===== src/rtl/calc_pkg.sv =====
// calc_pkg: address-width helpers derived from framebuffer geometry
package calc_pkg;
    function automatic int num_row_address_bits(input int height);
        return (height > 1) ? $clog2(height) : 1;
    endfunction
    function automatic int num_column_address_bits(input int width);
        return (width > 1) ? $clog2(width) : 1;
    endfunction
    function automatic int num_pixelcolorselect_bits(input int bytes_per_pixel);
        return (bytes_per_pixel > 1) ? $clog2(bytes_per_pixel) : 1;
    endfunction
    function automatic int num_column_bytes(input int width);
        return (num_column_address_bits(width) + 7) / 8;
    endfunction
endpackage


===== src/rtl/control_cmd_readpixel_tx_pkg.sv =====
// control_cmd_readpixel_tx_pkg: state encoding and checksum seed for the readback responder
package control_cmd_readpixel_tx_pkg;
    typedef enum logic [2:0] {
        S_ROW,
        S_COL,
        S_ISSUE,
        S_WAIT,
        S_SEND,
        S_CSUM,
        S_DONE
    } readpixel_tx_state_t;
    localparam logic [7:0] CSUM_SEED = 8'hA5;
endpackage


===== src/rtl/params_pkg.sv =====
// params_pkg: framebuffer geometry shared by the control_cmd_* handlers
package params_pkg;
    localparam int BYTES_PER_PIXEL = 2;
    localparam int PIXEL_HEIGHT = 240;
    localparam int PIXEL_WIDTH = 320;
endpackage


===== src/rtl/control_cmd_readpixel_tx_latency_counter.sv =====
// readpixel_tx_latency_counter: down-counter flagging the cycle RAM read data is valid
module readpixel_tx_latency_counter #(
    parameter int LATENCY = 1
) (
    input  logic clk,
    input  logic reset,
    input  logic load,
    output logic expire
);
    localparam int LW = $clog2(LATENCY + 1);
    logic [LW-1:0] cnt;
    // reload on each read strobe, then count down to empty
    always_ff @(posedge clk or negedge reset) begin
        if (!reset) cnt <= '0;
        else if (load) cnt <= LW'(LATENCY);
        else if (cnt != '0) cnt <= cnt - LW'(1);
    end
    assign expire = cnt == LW'(1);
endmodule


===== src/rtl/control_cmd_readpixel_tx.sv =====
// control_cmd_readpixel_tx: reads one pixel from framebuffer RAM and streams its bytes MSB-first
// optional trailing checksum byte: define CONTROL_CMD_READPIXEL_TX_CHECKSUM_EN
module control_cmd_readpixel_tx
    import calc_pkg::*;
    import control_cmd_readpixel_tx_pkg::*;
#(
    parameter int BYTES_PER_PIXEL = params_pkg::BYTES_PER_PIXEL,
    parameter int PIXEL_HEIGHT = params_pkg::PIXEL_HEIGHT,
    parameter int PIXEL_WIDTH = params_pkg::PIXEL_WIDTH,
    parameter int RAM_READ_LATENCY = 1,
    parameter int _UNUSED = 0
) (
    input  logic clk,
    input  logic reset,
    input  logic enable,
    input  logic [7:0] data_in,
    output logic [num_row_address_bits(PIXEL_HEIGHT)-1:0] row,
    output logic [num_column_address_bits(PIXEL_WIDTH)-1:0] column,
    output logic [num_pixelcolorselect_bits(BYTES_PER_PIXEL)-1:0] pixel,
    output logic ram_read_enable,
    output logic ram_access_start,
    input  logic [7:0] ram_data_in,
    output logic [7:0] tx_data,
    output logic tx_valid,
    input  logic tx_ready,
    output logic busy,
    output logic done
);
    localparam int RW = num_row_address_bits(PIXEL_HEIGHT);
    localparam int CW = num_column_address_bits(PIXEL_WIDTH);
    localparam int PW = num_pixelcolorselect_bits(BYTES_PER_PIXEL);
    localparam int COL_BYTES = num_column_bytes(PIXEL_WIDTH);
    localparam int CB = COL_BYTES * 8;
    localparam int CCW = $clog2(COL_BYTES + 1);
    localparam logic [8:0] ROW_LIM = 9'(PIXEL_HEIGHT);
    localparam logic [CB:0] COL_LIM = (CB + 1)'(PIXEL_WIDTH);
    localparam logic [PW-1:0] PIX_LAST = PW'(BYTES_PER_PIXEL - 1 + 0 * _UNUSED);
`ifdef CONTROL_CMD_READPIXEL_TX_CHECKSUM_EN
    localparam readpixel_tx_state_t S_LAST = S_CSUM;
    logic [7:0] csum_q;
`else
    localparam readpixel_tx_state_t S_LAST = S_DONE;
`endif

    readpixel_tx_state_t state, state_d;
    logic [7:0] row_q, tx_data_q;
    logic [CB-1:0] col_q, col_shift;
    logic [CCW-1:0] col_cnt;
    logic [PW-1:0] pixel_q;
    logic oor, col_last, hs, load, expire;

    // full command bytes are kept so oversized coordinates still fail the range check
    assign col_shift = CB'({col_q, data_in});
    assign col_last = col_cnt == CCW'(COL_BYTES - 1);
    assign oor = ({1'b0, row_q} >= ROW_LIM) || ({1'b0, col_q} >= COL_LIM);
    assign hs = tx_valid && tx_ready;
    assign row = row_q[RW-1:0];
    assign column = col_q[CW-1:0];
    assign pixel = pixel_q;
    assign tx_data = tx_data_q;

    readpixel_tx_latency_counter #(.LATENCY(RAM_READ_LATENCY)) u_lat (
        .clk(clk),
        .reset(reset),
        .load(load),
        .expire(expire)
    );

    // state register
    always_ff @(posedge clk or negedge reset) begin
        if (!reset) state <= S_ROW;
        else state <= state_d;
    end

    // next state and control outputs; out-of-range coordinates bypass the RAM entirely
    always_comb begin
        state_d = state;
        load = 1'b0;
        ram_access_start = 1'b0;
        ram_read_enable = 1'b0;
        tx_valid = 1'b0;
        busy = 1'b1;
        done = 1'b0;
        case (state)
            S_ROW: begin
                busy = 1'b0;
                state_d = enable ? S_COL : S_ROW;
            end
            S_COL: state_d = (enable && col_last) ? S_ISSUE : S_COL;
            S_ISSUE: begin
                ram_read_enable = !oor;
                ram_access_start = !oor;
                load = !oor;
                state_d = oor ? S_SEND : S_WAIT;
            end
            S_WAIT: begin
                ram_read_enable = 1'b1;
                state_d = expire ? S_SEND : S_WAIT;
            end
            S_SEND: begin
                tx_valid = 1'b1;
                if (tx_ready) state_d = (pixel_q != '0) ? (oor ? S_SEND : S_ISSUE) : S_LAST;
            end
            S_CSUM: begin
                tx_valid = 1'b1;
                if (tx_ready) state_d = S_DONE;
            end
            S_DONE: begin
                busy = 1'b0;
                done = 1'b1;
                state_d = S_ROW;
            end
            default: state_d = S_ROW;
        endcase
    end

    // coordinate capture, byte select countdown and transmit data holding register
    always_ff @(posedge clk or negedge reset) begin
        if (!reset) begin
            row_q <= '0;
            col_q <= '0;
            col_cnt <= '0;
            pixel_q <= '0;
            tx_data_q <= '0;
`ifdef CONTROL_CMD_READPIXEL_TX_CHECKSUM_EN
            csum_q <= '0;
`endif
        end else begin
            if (state == S_ROW && enable) begin
                row_q <= data_in;
                col_cnt <= '0;
`ifdef CONTROL_CMD_READPIXEL_TX_CHECKSUM_EN
                csum_q <= CSUM_SEED;
`endif
            end
            if (state == S_COL && enable) begin
                col_q <= col_shift;
                col_cnt <= col_cnt + CCW'(1);
                pixel_q <= PIX_LAST;
            end
            if (state == S_ISSUE && oor) tx_data_q <= '0;
            if (state == S_WAIT && expire) tx_data_q <= ram_data_in;
            if (state == S_SEND && hs) begin
                if (pixel_q != '0) pixel_q <= pixel_q - PW'(1);
`ifdef CONTROL_CMD_READPIXEL_TX_CHECKSUM_EN
                csum_q <= csum_q ^ tx_data_q;
                if (pixel_q == '0) tx_data_q <= csum_q ^ tx_data_q;
`endif
            end
        end
    end
endmodule


===== config.mk =====
export PLATFORM = sky130hd
export DESIGN_NAME = control_cmd_readpixel_tx
export DESIGN_NICKNAME = d
export VERILOG_FILES = /design/src/rtl/calc_pkg.sv /design/src/rtl/control_cmd_readpixel_tx_pkg.sv /design/src/rtl/params_pkg.sv /design/src/rtl/control_cmd_readpixel_tx_latency_counter.sv /design/src/rtl/control_cmd_readpixel_tx.sv
export SDC_FILE = /design/constraint.sdc
export NUM_CORES = 1
export LEC_CHECK = 0
export CORE_ASPECT_RATIO = 1.75
export CORE_MARGIN = 4
export CORE_UTILIZATION = 40
export CTS_BUF_LIST = sky130_fd_sc_hd__clkbuf_8
export DETAILED_ROUTE_END_ITERATION = 12
export GPL_TIMING_DRIVEN = 0
export PLACE_DENSITY = 0.78
export SLEW_MARGIN = 40
export SYNTH_ARGS = -nofsm -noshare
export SYNTH_HDL_FRONTEND = slang
export SYNTH_SLANG_ARGS = --single-unit

===== constraint.sdc =====
create_clock -name clk -period 1.7 [get_ports clk]
set_input_delay 0.17 -clock clk [delete_from_list [all_inputs] [get_ports clk]]
set_output_delay 0.17 -clock clk [all_outputs]
set_load 0.05 [all_outputs]

[Word-level counts from Yosys, hierarchy flattened]
Index checks and enable logic that the tools add are counted.
Storage, ports and cells
  word-level logic and storage cells: 59
  input port bits: 20
  register bits after elaboration: 39
Cells by class
  add/sub/neg operators: 3
  reductions and logical operators: 15
  equal/unequal tests: 9
  order comparisons: 2
  mux-type cells: 23
Operators by type and width (count)
  2-to-1 mux 3 bit: 6
  case mux 3 bit (6 select lines): 1
  greater-or-equal comparator 16 x 9 -> 1 bit, second input constant: 1
  2-to-1 mux 8 bit: 2
  2-to-1 mux 1 bit: 10
  equality test 3 bit, second input constant: 3
  greater-or-equal comparator 8 bit, second input constant: 1
  logical AND 1 bit: 7
  equality test 3 x 2 -> 1 bit, second input constant: 2
  2-to-1 mux 2 bit: 3
  inequality test 2 bit, second input constant: 2
  nonzero test 2 bit: 2
  OR reduction 2 bit: 2
  equality test 3 x 1 -> 1 bit, second input constant: 1
  logical NOT 3 bit: 1
  adder 2 x 1 -> 2 bit, second input constant: 1
  equality test 2 x 1 -> 1 bit, second input constant: 1
  case mux 1 bit (2 select lines): 1
  AND reduction 2 bit: 1
  subtractor 1 bit, second input constant: 2
  logical NOT 1 bit: 1
  logical OR 1 bit: 1

[Depth between registers and ports, before layout]
  depth after elaboration: 6
  gate-level depth with buffers: 6

[Hierarchy]
Synthesis repeated with hierarchy kept, for this count alone.
Unflattened totals
  cells, all modules: 125
  area, all modules: 1706.6 um^2
By module, submodules not included
  control_cmd_readpixel_tx: seq. area each 950.9 um^2, area an instance 1681.6 um^2, cells each 124, times used 1
  readpixel_tx_latency_counter: seq. area each 25.0 um^2, area an instance 25.0 um^2, cells each 1, times used 1

[Worst setup path before layout]
Ideal clock, no wire load.
  path type: flip-flop to flip-flop
  start: register row_q[6], in the netlist row[6]
  end: register u_lat.cnt, in the netlist u_lat.expire
  library setup time: 0.245 ns
  cell stages (with the launch flop): 4
  path buffers: 0
  arrival time: 2.020 ns
  required time: 1.455 ns
  period minus slack after synthesis: 2.264 ns
  path slack: -0.564 ns
  cell sequence: dfrtp_1 -> nand4_1 -> nand4_1 -> nor3_1
Between the ends
  cells in the longest elaborated chain, start to end: 5
Ends and longest elaborated chain
  from (decl): line control_cmd_readpixel_tx.sv:46  | logic [7:0] row_q, tx_data_q;
  from (signal assigned): line control_cmd_readpixel_tx.sv:130  | row_q <= data_in;
  greater-or-equal comparator 8 bit: line control_cmd_readpixel_tx.sv:55  | assign oor = ({1'b0, row_q} >= ROW_LIM) || ({1'b0, col_q} >= COL_LIM);
  logical OR 1 bit: line control_cmd_readpixel_tx.sv:55
  logical NOT 1 bit
  2-to-1 mux 1 bit
  named net ram_access_start: line control_cmd_readpixel_tx.sv:21  | output logic ram_access_start,
  2-to-1 mux 1 bit: line control_cmd_readpixel_tx_latency_counter.sv:15  | else if (load) cnt <= LW'(LATENCY);
  to (signal assigned): line control_cmd_readpixel_tx_latency_counter.sv:15
  to (signal assigned): line control_cmd_readpixel_tx_latency_counter.sv:16  | else if (cnt != '0) cnt <= cnt - LW'(1);
  to (decl): line control_cmd_readpixel_tx_latency_counter.sv:11  | logic [LW-1:0] cnt;
The timed path passes the listed nets, and every way through them passes these cells.
A chain may end at the register's enable or synchronous reset.

[Final worst setup path]
  start: register col_q[9]
  end: output port ram_access_start
Between the ends
  cells in the longest elaborated chain, start to end: 4
Ends and longest elaborated chain
  from (decl): line control_cmd_readpixel_tx.sv:47  | logic [CB-1:0] col_q, col_shift;
  from (signal assigned): line control_cmd_readpixel_tx.sv:137  | col_q <= col_shift;
  greater-or-equal comparator 16 x 9 -> 1 bit: line control_cmd_readpixel_tx.sv:55
  logical OR 1 bit: line control_cmd_readpixel_tx.sv:55
  logical NOT 1 bit: line control_cmd_readpixel_tx.sv:92  | ram_access_start = !oor;
  2-to-1 mux 1 bit: line control_cmd_readpixel_tx.sv:84  | case (state)
  to (decl): line control_cmd_readpixel_tx.sv:21
No other way between the ends.

==> flow_metrics.env <==
export IMPL_status="finished, violations left"
export IMPL_violations="negative setup slack"
export IMPL_overflow=0
export IMPL_hpwlAfterDp_um=2800
export IMPL_setup_viol=2
export IMPL_fin_ws_ns=-0.0410
export IMPL_firstDrtPassIters=4
export IMPL_port_buffers=50
export IMPL_cts_root_buf="clkbuf_8"
export IMPL_finalNetCount=239
export IMPL_rr_endpoint="row[2]"
export IMPL_synthTopCellsByCount="39 x dfrtp_1, 25 x mux2_2, 19 x nand2_1"
export IMPL_r2r_setup_slack_ns=0.10
export IMPL_p_leak_uw=0.00119
export IMPL_vias=1382
export IMPL_num_fill_cells=356
export IMPL_final_core_utilization_pct=61.7
export IMPL_die_w_um=58.4
export IMPL_cp_end_kind="primary output"
export IMPL_grt_pass1_vias=1466
export IMPL_worst_slew_pin_slew_ns=0.515
export IMPL_p_seq_share_pct=28.9
export IMPL_crit_reg2reg_launch="state[2]"
export IMPL_relSlewSlack_pct=65.6
export IMPL_hold_viol=0
export IMPL_worstPathRequired_ns=1.53
export IMPL_cts_tree="yes"
export IMPL_drcViolationCount=0
export IMPL_ys_seq_area_share_pct=55.0
export IMPL_grt_max_degree=40
export IMPL_synth_main_ff_cell="dfrtp_1"
export IMPL_cpPeakStageDelay_ns=0.39
export IMPL_crit_slowest_cell="dfrtp_1"
export IMPL_cts_htree_levels=2
export IMPL_multi_input_area_um2=709
export IMPL_ant_nets=0
export IMPL_clkSinkCount=39
export IMPL_synth_area_leaders="dfrtp_1 55%, mux2_2 16%, nand2_1 4.0%"
export IMPL_numCtsBuffers=5
export IMPL_cts_buffer_depth=2
export IMPL_switching_share_pct=43.9
export IMPL_initial_core_util_pct=42.0
export IMPL_drv_cap=0
export IMPL_slew_violations=0
export IMPL_die_area_um2=5610
export IMPL_regArea_um2=976
export IMPL_hold_class="input port to asynchronous set/reset pin"
export IMPL_pwr_share_comb_pct=57.4
export IMPL_crit_top_cell="buf_6"
export IMPL_drt_iter0_drc=11
export IMPL_yosysTopAreaCell="dfrtp_1"
export IMPL_synth_edf_count=0
export IMPL_fin_crit_sh_pct=102
export IMPL_clk_pin_slew_ns=0.07
export IMPL_critPathLaunchType="flop"
export IMPL_antenna_found_initial=0
export IMPL_clkPwrFrac_pct=13.7
export IMPL_final_layout_size_suffix_gt1_share_pct=33.8
export IMPL_ys_types=34
export IMPL_track_usage_pct=15.0
export IMPL_rsz0062_at_grt="true"
export IMPL_fmax_ghz=0.574
export IMPL_ys_seq_elements=39
export IMPL_syn_nets=171
export IMPL_yosysMostFrequentCell="dfrtp_1"
export IMPL_whs_ns=0.377
export IMPL_path_cells="nor4_2 > nand4_1 > buf_6 > nor3_4 > buf_6"
export IMPL_switchingPower_uw=2530
export IMPL_area_delta_synth_final_pct=46.9
export IMPL_crit_arrival_ns=1.57
export IMPL_routed_wl_um=3860
export IMPL_design_core_area_um2=4230
export IMPL_async_reset_ff_share_pct=100
export IMPL_avgSynthCellArea_um2=11.8
export IMPL_cp_num_buf_inv=2
export IMPL_period_needed_ns=1.74
export IMPL_yosysWarnings=0
export IMPL_ir_drop_mv=1.21
export IMPL_die_h_um=96.1
export IMPL_insertion_delay_ns=0.29
export IMPL_fp_row_count=31
export IMPL_synthesis_instances=150
export IMPL_synth_area_um2=1780
export IMPL_top_level_ports=51
export IMPL_worstPathMaxFanout=4
export IMPL_grt_first_pass_wirelength_um=6350
export IMPL_critPathTopFamily="simple AND/OR/NAND/NOR gates"
export IMPL_gp_congestion=0.756
export IMPL_crit_type="flop to primary output"
export IMPL_skew_ns=0.00544
export IMPL_antenna_cells=0
export IMPL_rr_worst_depth=5
export IMPL_synth_top_cell_area_share_pct=55.0
export IMPL_drt_vias_per_instance=5.16
export IMPL_p_int_uw=3240
export IMPL_powerDensity_nw_per_um2=2210
export IMPL_wire_per_inst_um=14.4
[final cells by class]
| class | instances | share of cell area [%] |
|---|---|---|
| sequential | 39 | 37.4 |
| multi-input combinational | 91 | 27.2 |
| timing repair buffer | 62 | 23.3 |
| buffer | 15 | 4.65 |
| clock buffer | 6 | 3.17 |
| tap | 49 | 2.35 |
| clock inverter | 2 | 1.34 |
| inverter | 4 | 0.576 |
[placed cells by master (no fill, tap or decap), types with 2 or more instances in the layout]
cell type         n
o21ai_1           8
nand2_1          19
a31oi_1           2
nor3_4            2
clkbuf_8          6
nor2_1            2
buf_4            19
inv_1             4
nand2b_1          3
dfrtp_1          39
buf_6             7
mux2_2           25
clkdlybuf4s50_1  30
o21ai_0           5
buf_2             2
a21oi_1           3
nand4_1           2
dlygate4sd2_1    10
dlymetal6s2s_1    4
and3_1            2
[per-layer routing]
| metal | part of all wire (%) | routed length, um | track usage [%] |
|---|---|---|---|
| met5 | 0 | 0 | 0 |
| met4 | 2.1 | 82 | 7.35 |
| met3 | 5.2 | 202 | 4.70 |
| met2 | 55 | 2110 | 27.4 |
| met1 | 38 | 1470 | 14.9 |
[how the worst max path moves through the flow]
stage	from	end	slack, ns	cells past startpoint
after floorplan	row[6]	ram_read_enable	0.01	3
after global placement	col_q[14]	ram_access_start	-0.54	4
after detailed placement	col_q[14]	ram_access_start	-0.57	4
after CTS	col_q[9]	ram_access_start	-0.06	5
after global routing	col_q[9]	ram_access_start	-0.16	5
final	col_q[9]	ram_access_start	-0.04	5
[power by group through the flow]
| stage | logic, uW | registers (uW) | clock network, uW |
|---|---|---|---|
| 2_1_floorplan | 1630 | 2310 | 0 |
| 3_3_place_gp | 3200 | 1660 | 0 |
| 3_5_place_dp | 3240 | 1680 | 0 |
| 4_1_cts | 3270 | 1670 | 823 |
| 5_1_grt | 3510 | 1730 | 863 |
| 6_report | 3310 | 1660 | 790 |
[registers in the layout, indices dropped and copies added, names as in the netlist]
name	count
col_cnt	2
col_q	16
pixel	1
row	8
state	3
tx_data	8
u_lat.expire	1
[metrics by stage]
stage | power [uW] | area [um^2] | setup slack [ns] | setup TNS [ns] | instances
3_3_place_gp | 4860 | 2360 | -0.540 | -28.38 | 249
6_report | 5760 | 2610 | -0.0410 | -0.0723 | 268
5_1_grt | 6100 | 2610 | -0.161 | -0.311 | 268
4_1_cts | 5770 | 2550 | -0.0631 | -0.113 | 264
3_5_place_dp | 4920 | 2360 | -0.570 | -8.53 | 249
2_1_floorplan | 3940 | 1800 | 0.0148 | 0 | 150
[worst reg2reg max path: stages, from the launching register on]
cell	delay, ns
dfrtp_1	0.42
buf_6	0.15
buf_4	0.14
nor4b_4	0.27
buf_12	0.17
mux2_2	0.34
[cells by family after synthesis]
| kind of cell | Yosys count | share of synthesized area, % |
|---|---|---|
| AND/OR/NAND/NOR | 39 | 12.3 |
| flip-flops | 39 | 55.0 |
| AO/OA/AOI/OAI | 26 | 9.02 |
| multiplexers | 25 | 15.9 |
| buffers and inverters | 20 | 7.12 |
| adder cells (fa/ha/maj) | 1 | 0.705 |
[what timing repair did]
item	CTS	global route
endpoints found under the setup margin	41	9
setup buffers	7	4
hold endpoints to repair	39	0
hold buffers	1	0
pin swaps	5	0
resized for setup	45	9
Note: power is estimated with default switching activity, not from simulation.
